## src/rtl/pc_sequencer.sv

```systemverilog
// pc_sequencer: program counter and next-PC stage of the single-cycle MIPS core.
// Holds the PC, walks the core through IDLE -> RUN -> HALTED, and gates all
// architectural writes through commit.
//
// Ports:
//   clk, reset     core clock (rising edge), asynchronous active-high reset
//   start          one-cycle pulse that begins or restarts execution
//   instr          instruction currently addressed by pc
//   Jump, JumpR    j/jal and jr from the control unit
//   Branch, zero   beq from the control unit and the ALU zero flag
//   rs_data        register-file rs read data (jr target)
//   Done           halt opcode decoded
//   pc, pc_plus4   current PC and PC+4 (jal link data)
//   commit         current instruction may write regfile/memory
//   running        core is in RUN
//   halted         core is in HALTED
//   misalign_err   sticky: a jr target had nonzero low bits
//   instr_count    instructions retired since the last reset or start
module pc_sequencer #(
  parameter logic [31:0] RESET_PC    = 32'h00000000,
  parameter int          COUNT_WIDTH = 32
) (
  input  logic                   clk,
  input  logic                   reset,
  input  logic                   start,
  input  logic [31:0]            instr,
  input  logic                   Jump,
  input  logic                   JumpR,
  input  logic                   Branch,
  input  logic                   zero,
  input  logic [31:0]            rs_data,
  input  logic                   Done,
  output logic [31:0]            pc,
  output logic [31:0]            pc_plus4,
  output logic                   commit,
  output logic                   running,
  output logic                   halted,
  output logic                   misalign_err,
  output logic [COUNT_WIDTH-1:0] instr_count
);

  typedef enum logic [1:0] {
    IDLE   = 2'd0,
    RUN    = 2'd1,
    HALTED = 2'd2
  } state_t;

  state_t                 state, state_next;
  logic [31:0]            pc_next;
  logic [COUNT_WIDTH-1:0] count_next;
  logic                   err_next;
  logic [31:0]            target;
  logic [31:0]            branch_offset;
  logic                   jr_misalign;

  assign pc_plus4      = pc + 32'd4;
  assign running       = (state == RUN);
  assign halted        = (state == HALTED);
  assign branch_offset = {{14{instr[15]}}, instr[15:0], 2'b00};

  // A jr to an unaligned address is only an error while actually executing.
  assign jr_misalign = running & JumpR & (rs_data[1:0] != 2'b00);
  assign commit      = running & ~Done & ~jr_misalign;

  // Next-PC selection: JumpR beats Jump beats a taken branch beats fall-through.
  always_comb begin
    target = pc_plus4;
    if (JumpR) begin
      target = {rs_data[31:2], 2'b00};
    end else if (Jump) begin
      target = {pc_plus4[31:28], instr[25:0], 2'b00};
    end else if (Branch && zero) begin
      target = pc_plus4 + branch_offset;
    end
  end

  // Sequencer: Done has absolute priority in RUN, then a misaligned jr;
  // otherwise the instruction retires and the PC advances.
  always_comb begin
    state_next = state;
    pc_next    = pc;
    count_next = instr_count;
    err_next   = misalign_err;
    unique case (state)
      IDLE: begin
        if (start) begin
          state_next = RUN;
          pc_next    = RESET_PC;
          count_next = '0;
        end
      end
      RUN: begin
        if (Done) begin
          state_next = HALTED;
        end else if (jr_misalign) begin
          state_next = HALTED;
          err_next   = 1'b1;
        end else begin
          pc_next    = target;
          count_next = instr_count + COUNT_WIDTH'(1);
        end
      end
      HALTED: begin
        if (start) begin
          state_next = RUN;
          pc_next    = RESET_PC;
          count_next = '0;
          err_next   = 1'b0;
        end
      end
      default: begin
        state_next = IDLE;
      end
    endcase
  end

  // State registers with asynchronous reset.
  always_ff @(posedge clk or posedge reset) begin
    if (reset) begin
      state        <= IDLE;
      pc           <= RESET_PC;
      instr_count  <= '0;
      misalign_err <= 1'b0;
    end else begin
      state        <= state_next;
      pc           <= pc_next;
      instr_count  <= count_next;
      misalign_err <= err_next;
    end
  end

endmodule
```

## config.mk

```make
export PLATFORM = sky130hd
export DESIGN_NAME = pc_sequencer
export DESIGN_NICKNAME = d
export VERILOG_FILES = /design/src/rtl/pc_sequencer.sv
export SDC_FILE = /design/constraint.sdc
export NUM_CORES = 1
export LEC_CHECK = 0
export ABC_AREA = 1
export CAP_MARGIN = 40
export CORE_MARGIN = 1.5
export CORE_UTILIZATION = 40
export DETAILED_ROUTE_END_ITERATION = 12
export GPL_ROUTABILITY_DRIVEN = 0
export MAX_ROUTING_LAYER = met4
export PLACE_DENSITY = 0.67
export SYNTH_ARGS = -nofsm -noshare
export SYNTH_HDL_FRONTEND = slang
export SYNTH_SLANG_ARGS = --single-unit
```

## constraint.sdc

```tcl
create_clock -name clk -period 3.69 [get_ports clk]
set_input_delay 0.9225 -clock clk [delete_from_list [all_inputs] [get_ports clk]]
set_output_delay 0.9225 -clock clk [all_outputs]
set_load 0.05 [all_outputs]
```

==> flow_summary.yaml, run 1 <==
outcome:
  status: "complete, no violations"
floorplan:
  die_area_mm2: 0.0186
  io_pins: 172
  initial_core_util_pct: 41.0
  placementRows: 48
  core_mm2: 0.0174
  die_h_um: 136
  die_w_um: 136
clocking:
  clk_pin_slew_ps: 50
  clock_path_buffers: 2
  clk_latency_ps: 330
  root_buffer: "clkbuf_16"
  postCtsSetupBuffers: 0
  cts-htree-levels: 3
  clkSinkCount: 65
  cts_buffers: 9
  tritoncts: "built"
timing:
  min_period_ps: 3630
  final.setup.tns_ps: 0
  slew_headroom_pct: 51.6
  fin_worst_skew_ps: 5.45
  clock.fmax_mhz: 275
  worst_pin_slew_ps: 718
  finalHoldViolations: 0
  slew_violations: 0
  layout_worst_path_cycle_share_pct: 98.4
  setup_viol: 0
  rsz0062_at_grt: "false"
placed_design:
  portBuffers: 161
  dp_hpwl_um: 21000
  dpl.cell_count: 1610
power_and_ir_drop:
  combPwrFrac_pct: 53.1
  ir_worst_vdd_mv: 0.272
  seq_power_share_pct: 25.0
  p_int_mw: 1.90
  switchingPower_mw: 1.68
  p_leak_nw: 4.75
  power-per-cell-area_mw_per_mm2: 382
  swShare_pct: 46.9
  clockPowerShare_pct: 21.8
yosys:
  ys_ff_latch: 65
  yosys.cell_count.top_type: "nand2_1"
  synth_top_family_by_area: "simple AND/OR/NAND/NOR gates"
  yosys_warnings: 0
  synthTopCellsByCount: "nand2_1, inv_1, nor2_1"
  synth_edf_count: 0
  netlist_top_cells_area: "dfrtp_1, nand2_1, inv_1"
  async_flop_share_pct: 100
  yosys.area.top_type_share_pct: 22.9
  synthCells: 1227
  yosys.cell_types.count: 44
  synth_area_per_cell_um2: 5.80
  yosys.area_share.simple_pct: 44.2
  netlist_area_mm2: 0.00711
  synth-seq-area-share_pct: 22.9
  synth_compound_area_share_pct: 11.8
  synth_xor_area_share_pct: 2.96
  synth_flop_cell: "dfrtp_1"
  synth_mux_area_share_pct: 0
  synth_fa_ha_area_share_pct: 6.62
  yosysTopAreaCell: "dfrtp_1"
grt:
  grt_pass1_vias: 7664
  grt_max_degree: 36
  grtUsageTotal_pct: 29.0
  grt_overflow: 0
  antenna_found_initial: 0
  grt_pass1_wl_um: 40200
min_path:
  worstHoldPathType: "reg -> reg"
detailed_routing:
  drt_wl_total_um: 25700
  drt_iter0_markers: 636
  first_pass_iters: 6
  vias: 8404
  drtAntennaViolNets: 0
  wl_per_cell_um: 15.8
  routed_via_density: 5.18
  drc: 0
layout:
  fillers: 1777
  diodes: 0
  regArea_mm2: 0.00163
  nNetsFinal: 1505
  multi_input_area_mm2: 0.00470
  area_delta_synth_final_pct: 31.7
  drive_above_1_share_pct: 5.44
  layoutNonFillerInstCount: 1623
run:
  maxCapViolations: 0
setup_path:
  crit_slowest_cell: "clkdlybuf4s50_1"
  timing_worst_setup_path_type: "reg -> out"
  crit_arrival_ps: 2710
  critical-path-top-delay-family: "buffers and inverters"
  critical_path.cell_chain: "nand2_1 -> nor2_1 -> nand4_1 -> nor2_1 -> a21o_1 -> nand2_1 -> inv_1 -> clkdlybuf4s50_1"
  max_stage_delay_ps: 800
  path_max_fanout: 6
  crit_buf_inv: 2
  required_ps: 2770
  crit_path_start_kind: "register"
  critPathCaptureType: "output port"
-- worst paths after layout --
kind,start,endpoint,slack (ps),cells after the start
worst min-delay path,instr_count[0],instr_count[0],540,1
worst max-delay path,pc[10],pc_plus4[28],60,8
worst min register to register,instr_count[0],instr_count[0],540,1
worst max register to register,pc[3],pc[31],360,20
min in group asynchronous,reset,pc[24],1030,2
max in group asynchronous,reset,state[1],2030,3
-- worst reg2reg max path: stages, from the launching register on --
cell and delay, ps:
dfrtp_1 430, ha_1 220, nand3_2 180, inv_1 100, nand2_1 140, o21ai_0 280, nand2_1 170, ha_1 410
nand2_1 120, nor2_1 200, nand2_1 150, inv_1 80, nand2_1 70, nand2_1 170, nand2_1 130, nand2_1 90
nand2_1 50, nand3_1 70, nand2_1 70, nand2_1 60, nand2_1 40
-- logic make-up (layout without fill, tap and decap cells) --
group / after synthesis / after routing
AND/OR/NAND/NOR: 738 / 738
AO/OA/AOI/OAI: 150 / 150
other: 1 / 4
flip-flops: 65 / 65
XOR/XNOR: 24 / 24
adder cells (fa/ha/maj): 37 / 37
buffers and inverters: 212 / 380
-- registers in the layout (all words and copies together) (netlist names) --
signal        flops
pc               30
instr_count      32
misalign_err      1
state             2
-- area by class of cell --
type	count	share of cell area, %
Tap cell	225	3.01
Timing Repair Buffer	183	19.1
Inverter	184	7.40
Multi-Input combinational cell	953	50.2
Clock buffer	13	2.89
Sequential cell	65	17.4
-- through the flow --
stage               worst slack [ps]  utilization (%)  hold slack (ps)  power, mW  area, µm²
floorplan                       23.3                -              563       2.14       7140
global placement                 164             52.3              508       2.77       9080
detailed placement               153             52.3              529       2.78       9080
CTS                             38.6             53.9              548       3.58       9350
global route                    2.82             53.9              577       3.79       9360
finish                          59.9             53.9              538       3.57       9360
-- power by group through the flow --
| stage | logic [mW] | clock network [mW] | registers (mW) |
|---|---|---|---|
| final | 1.90 | 0.781 | 0.895 |
| after global routing | 2.06 | 0.823 | 0.907 |
| after CTS | 1.89 | 0.796 | 0.894 |
| after detailed placement | 1.88 | 0 | 0.905 |
| after global placement | 1.87 | 0 | 0.903 |
| after floorplan | 1.03 | 0 | 1.11 |
-- layout by cell type, fill, tap and decap left out, types with 3 or more instances in the layout --
cell and instances:
nand2_1 403, inv_1 175, nor2_1 156, clkdlybuf4s50_1 148
nand3_1 98, a21oi_1 68, dfrtp_1 65, o21ai_0 46
ha_1 36, buf_4 27, nand4_1 20, nor3_1 19
xor2_1 15, o211ai_1 15, clkbuf_16 9, xnor2_1 7
o21bai_1 7, nor2_2 6, inv_2 6, or2_2 5
nor3b_1 4, o31ai_1 4, nand3b_1 4, and2_1 4
a21o_1 4, conb_1 4, dlymetal6s2s_1 4, nand2_2 3
nand2_4 3, nor4_1 3, nand3_2 3, clkbuf_8 3
-- metal layers --
metal	GRT usage, %	up-vias	wire length (µm)
li1	-	4224	-
met1	36.9	3849	11200
met2	46.8	273	12000
met3	4.18	58	1650
met4	10.4	0	881
met5	-	-	0
-- timing repair --
item | in CTS | in global routing
setup endpoints to repair | 2 | 6
hold buffers | 0 | 0
resized for setup | 2 | 5
(Power assumes the default switching activity.)
==> run 2, diff against run 1 <==
--- a/config.mk
+++ b/config.mk
@@ -8,11 +8,11 @@
 export ABC_AREA = 1
 export CAP_MARGIN = 40
 export CORE_MARGIN = 1.5
-export CORE_UTILIZATION = 40
+export CORE_UTILIZATION = 56
 export DETAILED_ROUTE_END_ITERATION = 12
 export GPL_ROUTABILITY_DRIVEN = 0
 export MAX_ROUTING_LAYER = met4
-export PLACE_DENSITY = 0.67
+export PLACE_DENSITY = 0.89
 export SYNTH_ARGS = -nofsm -noshare
 export SYNTH_HDL_FRONTEND = slang
 export SYNTH_SLANG_ARGS = --single-unit
==> constraint.sdc (replaced) <==
create_clock -name clk -period 4.6 [get_ports clk]
set_input_delay 1.15 -clock clk [delete_from_list [all_inputs] [get_ports clk]]
set_output_delay 1.15 -clock clk [all_outputs]
set_load 0.05 [all_outputs]
==> flow_summary.yaml, run 2 (synthesis results as in run 1) <==
outcome:
  status: "complete, no violations"
clocking:
  tritoncts: "built"
  clk_latency_ps: 330
  postCtsSetupBuffers: 0
  cts-htree-levels: 3
  clk_pin_slew_ps: 50
  hold_buffers: 0
  ctsResizeCount: 0
  root_buffer: "clkbuf_16"
  cts_buffers: 9
  clock_path_buffers: 2
  clkSinkCount: 65
detailed_routing:
  drt_iter0_markers: 1053
  routed_via_density: 5.62
  first_pass_iters: 8
  vias: 8733
  drc: 0
  drtAntennaViolNets: 0
  wl_per_cell_um: 15.8
  drt_wl_total_um: 24600
power_and_ir_drop:
  p_int_mw: 1.51
  swShare_pct: 46.9
  ir_worst_vdd_mv: 0.278
  p_total_mw: 2.85
  power-per-cell-area_mw_per_mm2: 310
  clockPowerShare_pct: 21.9
  p_leak_nw: 4.60
  combPwrFrac_pct: 52.8
  seq_power_share_pct: 25.3
  switchingPower_mw: 1.34
timing:
  clock.fmax_mhz: 233
  slew_violations: 0
  slew_headroom_pct: 58.4
  rsz0062_at_grt: "false"
  min_period_ps: 4290
  setup_viol: 0
  fin_worst_skew_ps: 4.36
  worst_pin_slew_ps: 619
  finalHoldViolations: 0
  final.setup.tns_ps: 0
  layout_worst_path_cycle_share_pct: 93.2
setup_path:
  crit_arrival_ps: 3140
  max_stage_delay_ps: 890
  critPathCaptureType: "output port"
  path_max_fanout: 6
  crit_path_start_kind: "register"
  critical_path.cell_chain: "ha_1 -> nand3_2 -> nor2_1 -> inv_2 -> nor2_1 -> xor2_1 -> clkdlybuf4s50_1"
  required_ps: 3450
  cpMostUsedCell: "nor2_1"
  crit_slowest_cell: "clkdlybuf4s50_1"
  timing_worst_setup_path_type: "reg -> out"
placed_design:
  dpl_cell_area_mm2: 0.00892
  portBuffers: 161
  dp_hpwl_um: 19500
  dpl.cell_count: 1541
floorplan:
  die_h_um: 116
  io_pins: 172
  placementRows: 40
  core_mm2: 0.0122
  die_w_um: 116
  initial_core_util_pct: 58.2
  die_area_mm2: 0.0134
layout:
  largest_reg_flops: 32
  final_common_cell: "nand2_1"
  drive_above_1_share_pct: 3.97
  biggestRegsByFlops: "instr_count (32), pc (30), state (2)"
  layoutNonFillerInstCount: 1554
  nNetsFinal: 1493
  diodes: 0
  area_delta_synth_final_pct: 29.2
  top_register: "instr_count"
  stdcell_area_mm2: 0.00919
  final_cell_mix: "nand2_1, inv_1, clkdlybuf4s50_1, nor2_1, nand3_1"
  post-route-util_pct: 75.3
min_path:
  worstHoldPathType: "reg -> reg"
grt:
  antenna_found_initial: 0
  grt_pass1_vias: 8134
  grt_max_degree: 36
  grt_pass1_wl_um: 39600
  grt_overflow: 0
  grtUsageTotal_pct: 39.0
run:
  maxCapViolations: 0
-- run 2: cell count changes in the layout (fill, tap and decap cells not counted) --
cell,delta
nor2_1,+1
xor2_2,-2
clkdlybuf4s50_1,+12
dlymetal6s2s_1,-4
buf_4,-18
xor2_1,+2
dlygate4sd2_1,-2
nor2_2,-1
-- run 2: stage by stage --
stage | hold slack, ps | setup WS (ps)
floorplan | 563 | 701
global placement | 514 | 690
detailed placement | 514 | 627
CTS | 527 | 371
global route | 567 | 204
finish | 543 | 314
-- run 2: layer usage --
layer | vias up | global-route usage (%) | part of all wire, %
met5 | - | - | 0
met4 | 0 | 17.8 | 4.2
met3 | 91 | 7.17 | 9.2
met2 | 469 | 63.3 | 47
met1 | 3960 | 47.4 | 40
li1 | 4213 | - | -
-- run 2: worst paths after layout --
check | to | slack [ps] | start | depth (start not counted)
min reg2reg | instr_count[0] | 540 | instr_count[0] | 1
max reg2reg | pc[31] | 970 | pc[3] | 20
max in group asynchronous | instr_count[30] | 2670 | reset | 4
min | instr_count[0] | 540 | instr_count[0] | 1
min in group asynchronous | instr_count[19] | 1130 | reset | 2
max | pc_plus4[16] | 310 | pc[3] | 7
-- run 2: power groups by stage --
stage | logic, mW | registers (mW) | clock network [mW]
finish | 1.50 | 0.722 | 0.625
global route | 1.63 | 0.729 | 0.657
detailed placement | 1.48 | 0.725 | 0
global placement | 1.45 | 0.724 | 0
CTS | 1.48 | 0.717 | 0.628
floorplan | 0.822 | 0.893 | 0
-- run 2: final cells by class --
cell class,instances,area (µm²)
multi-input cells,953,4680
clock buffers,13,270
fillers,1062,3020
well taps,168,210
flip-flops and latches,65,1630
repair buffers,171,1710
inverters,184,693
-- run 2: critical path: cells and delay by family (launching register included) --
family                   cells  cell delay [ps]
buffers and inverters        2              950
flip-flops                   1              450
XOR/XNOR                     1              390
adder cells (fa/ha/maj)      1              370
AND/OR/NAND/NOR              3              650
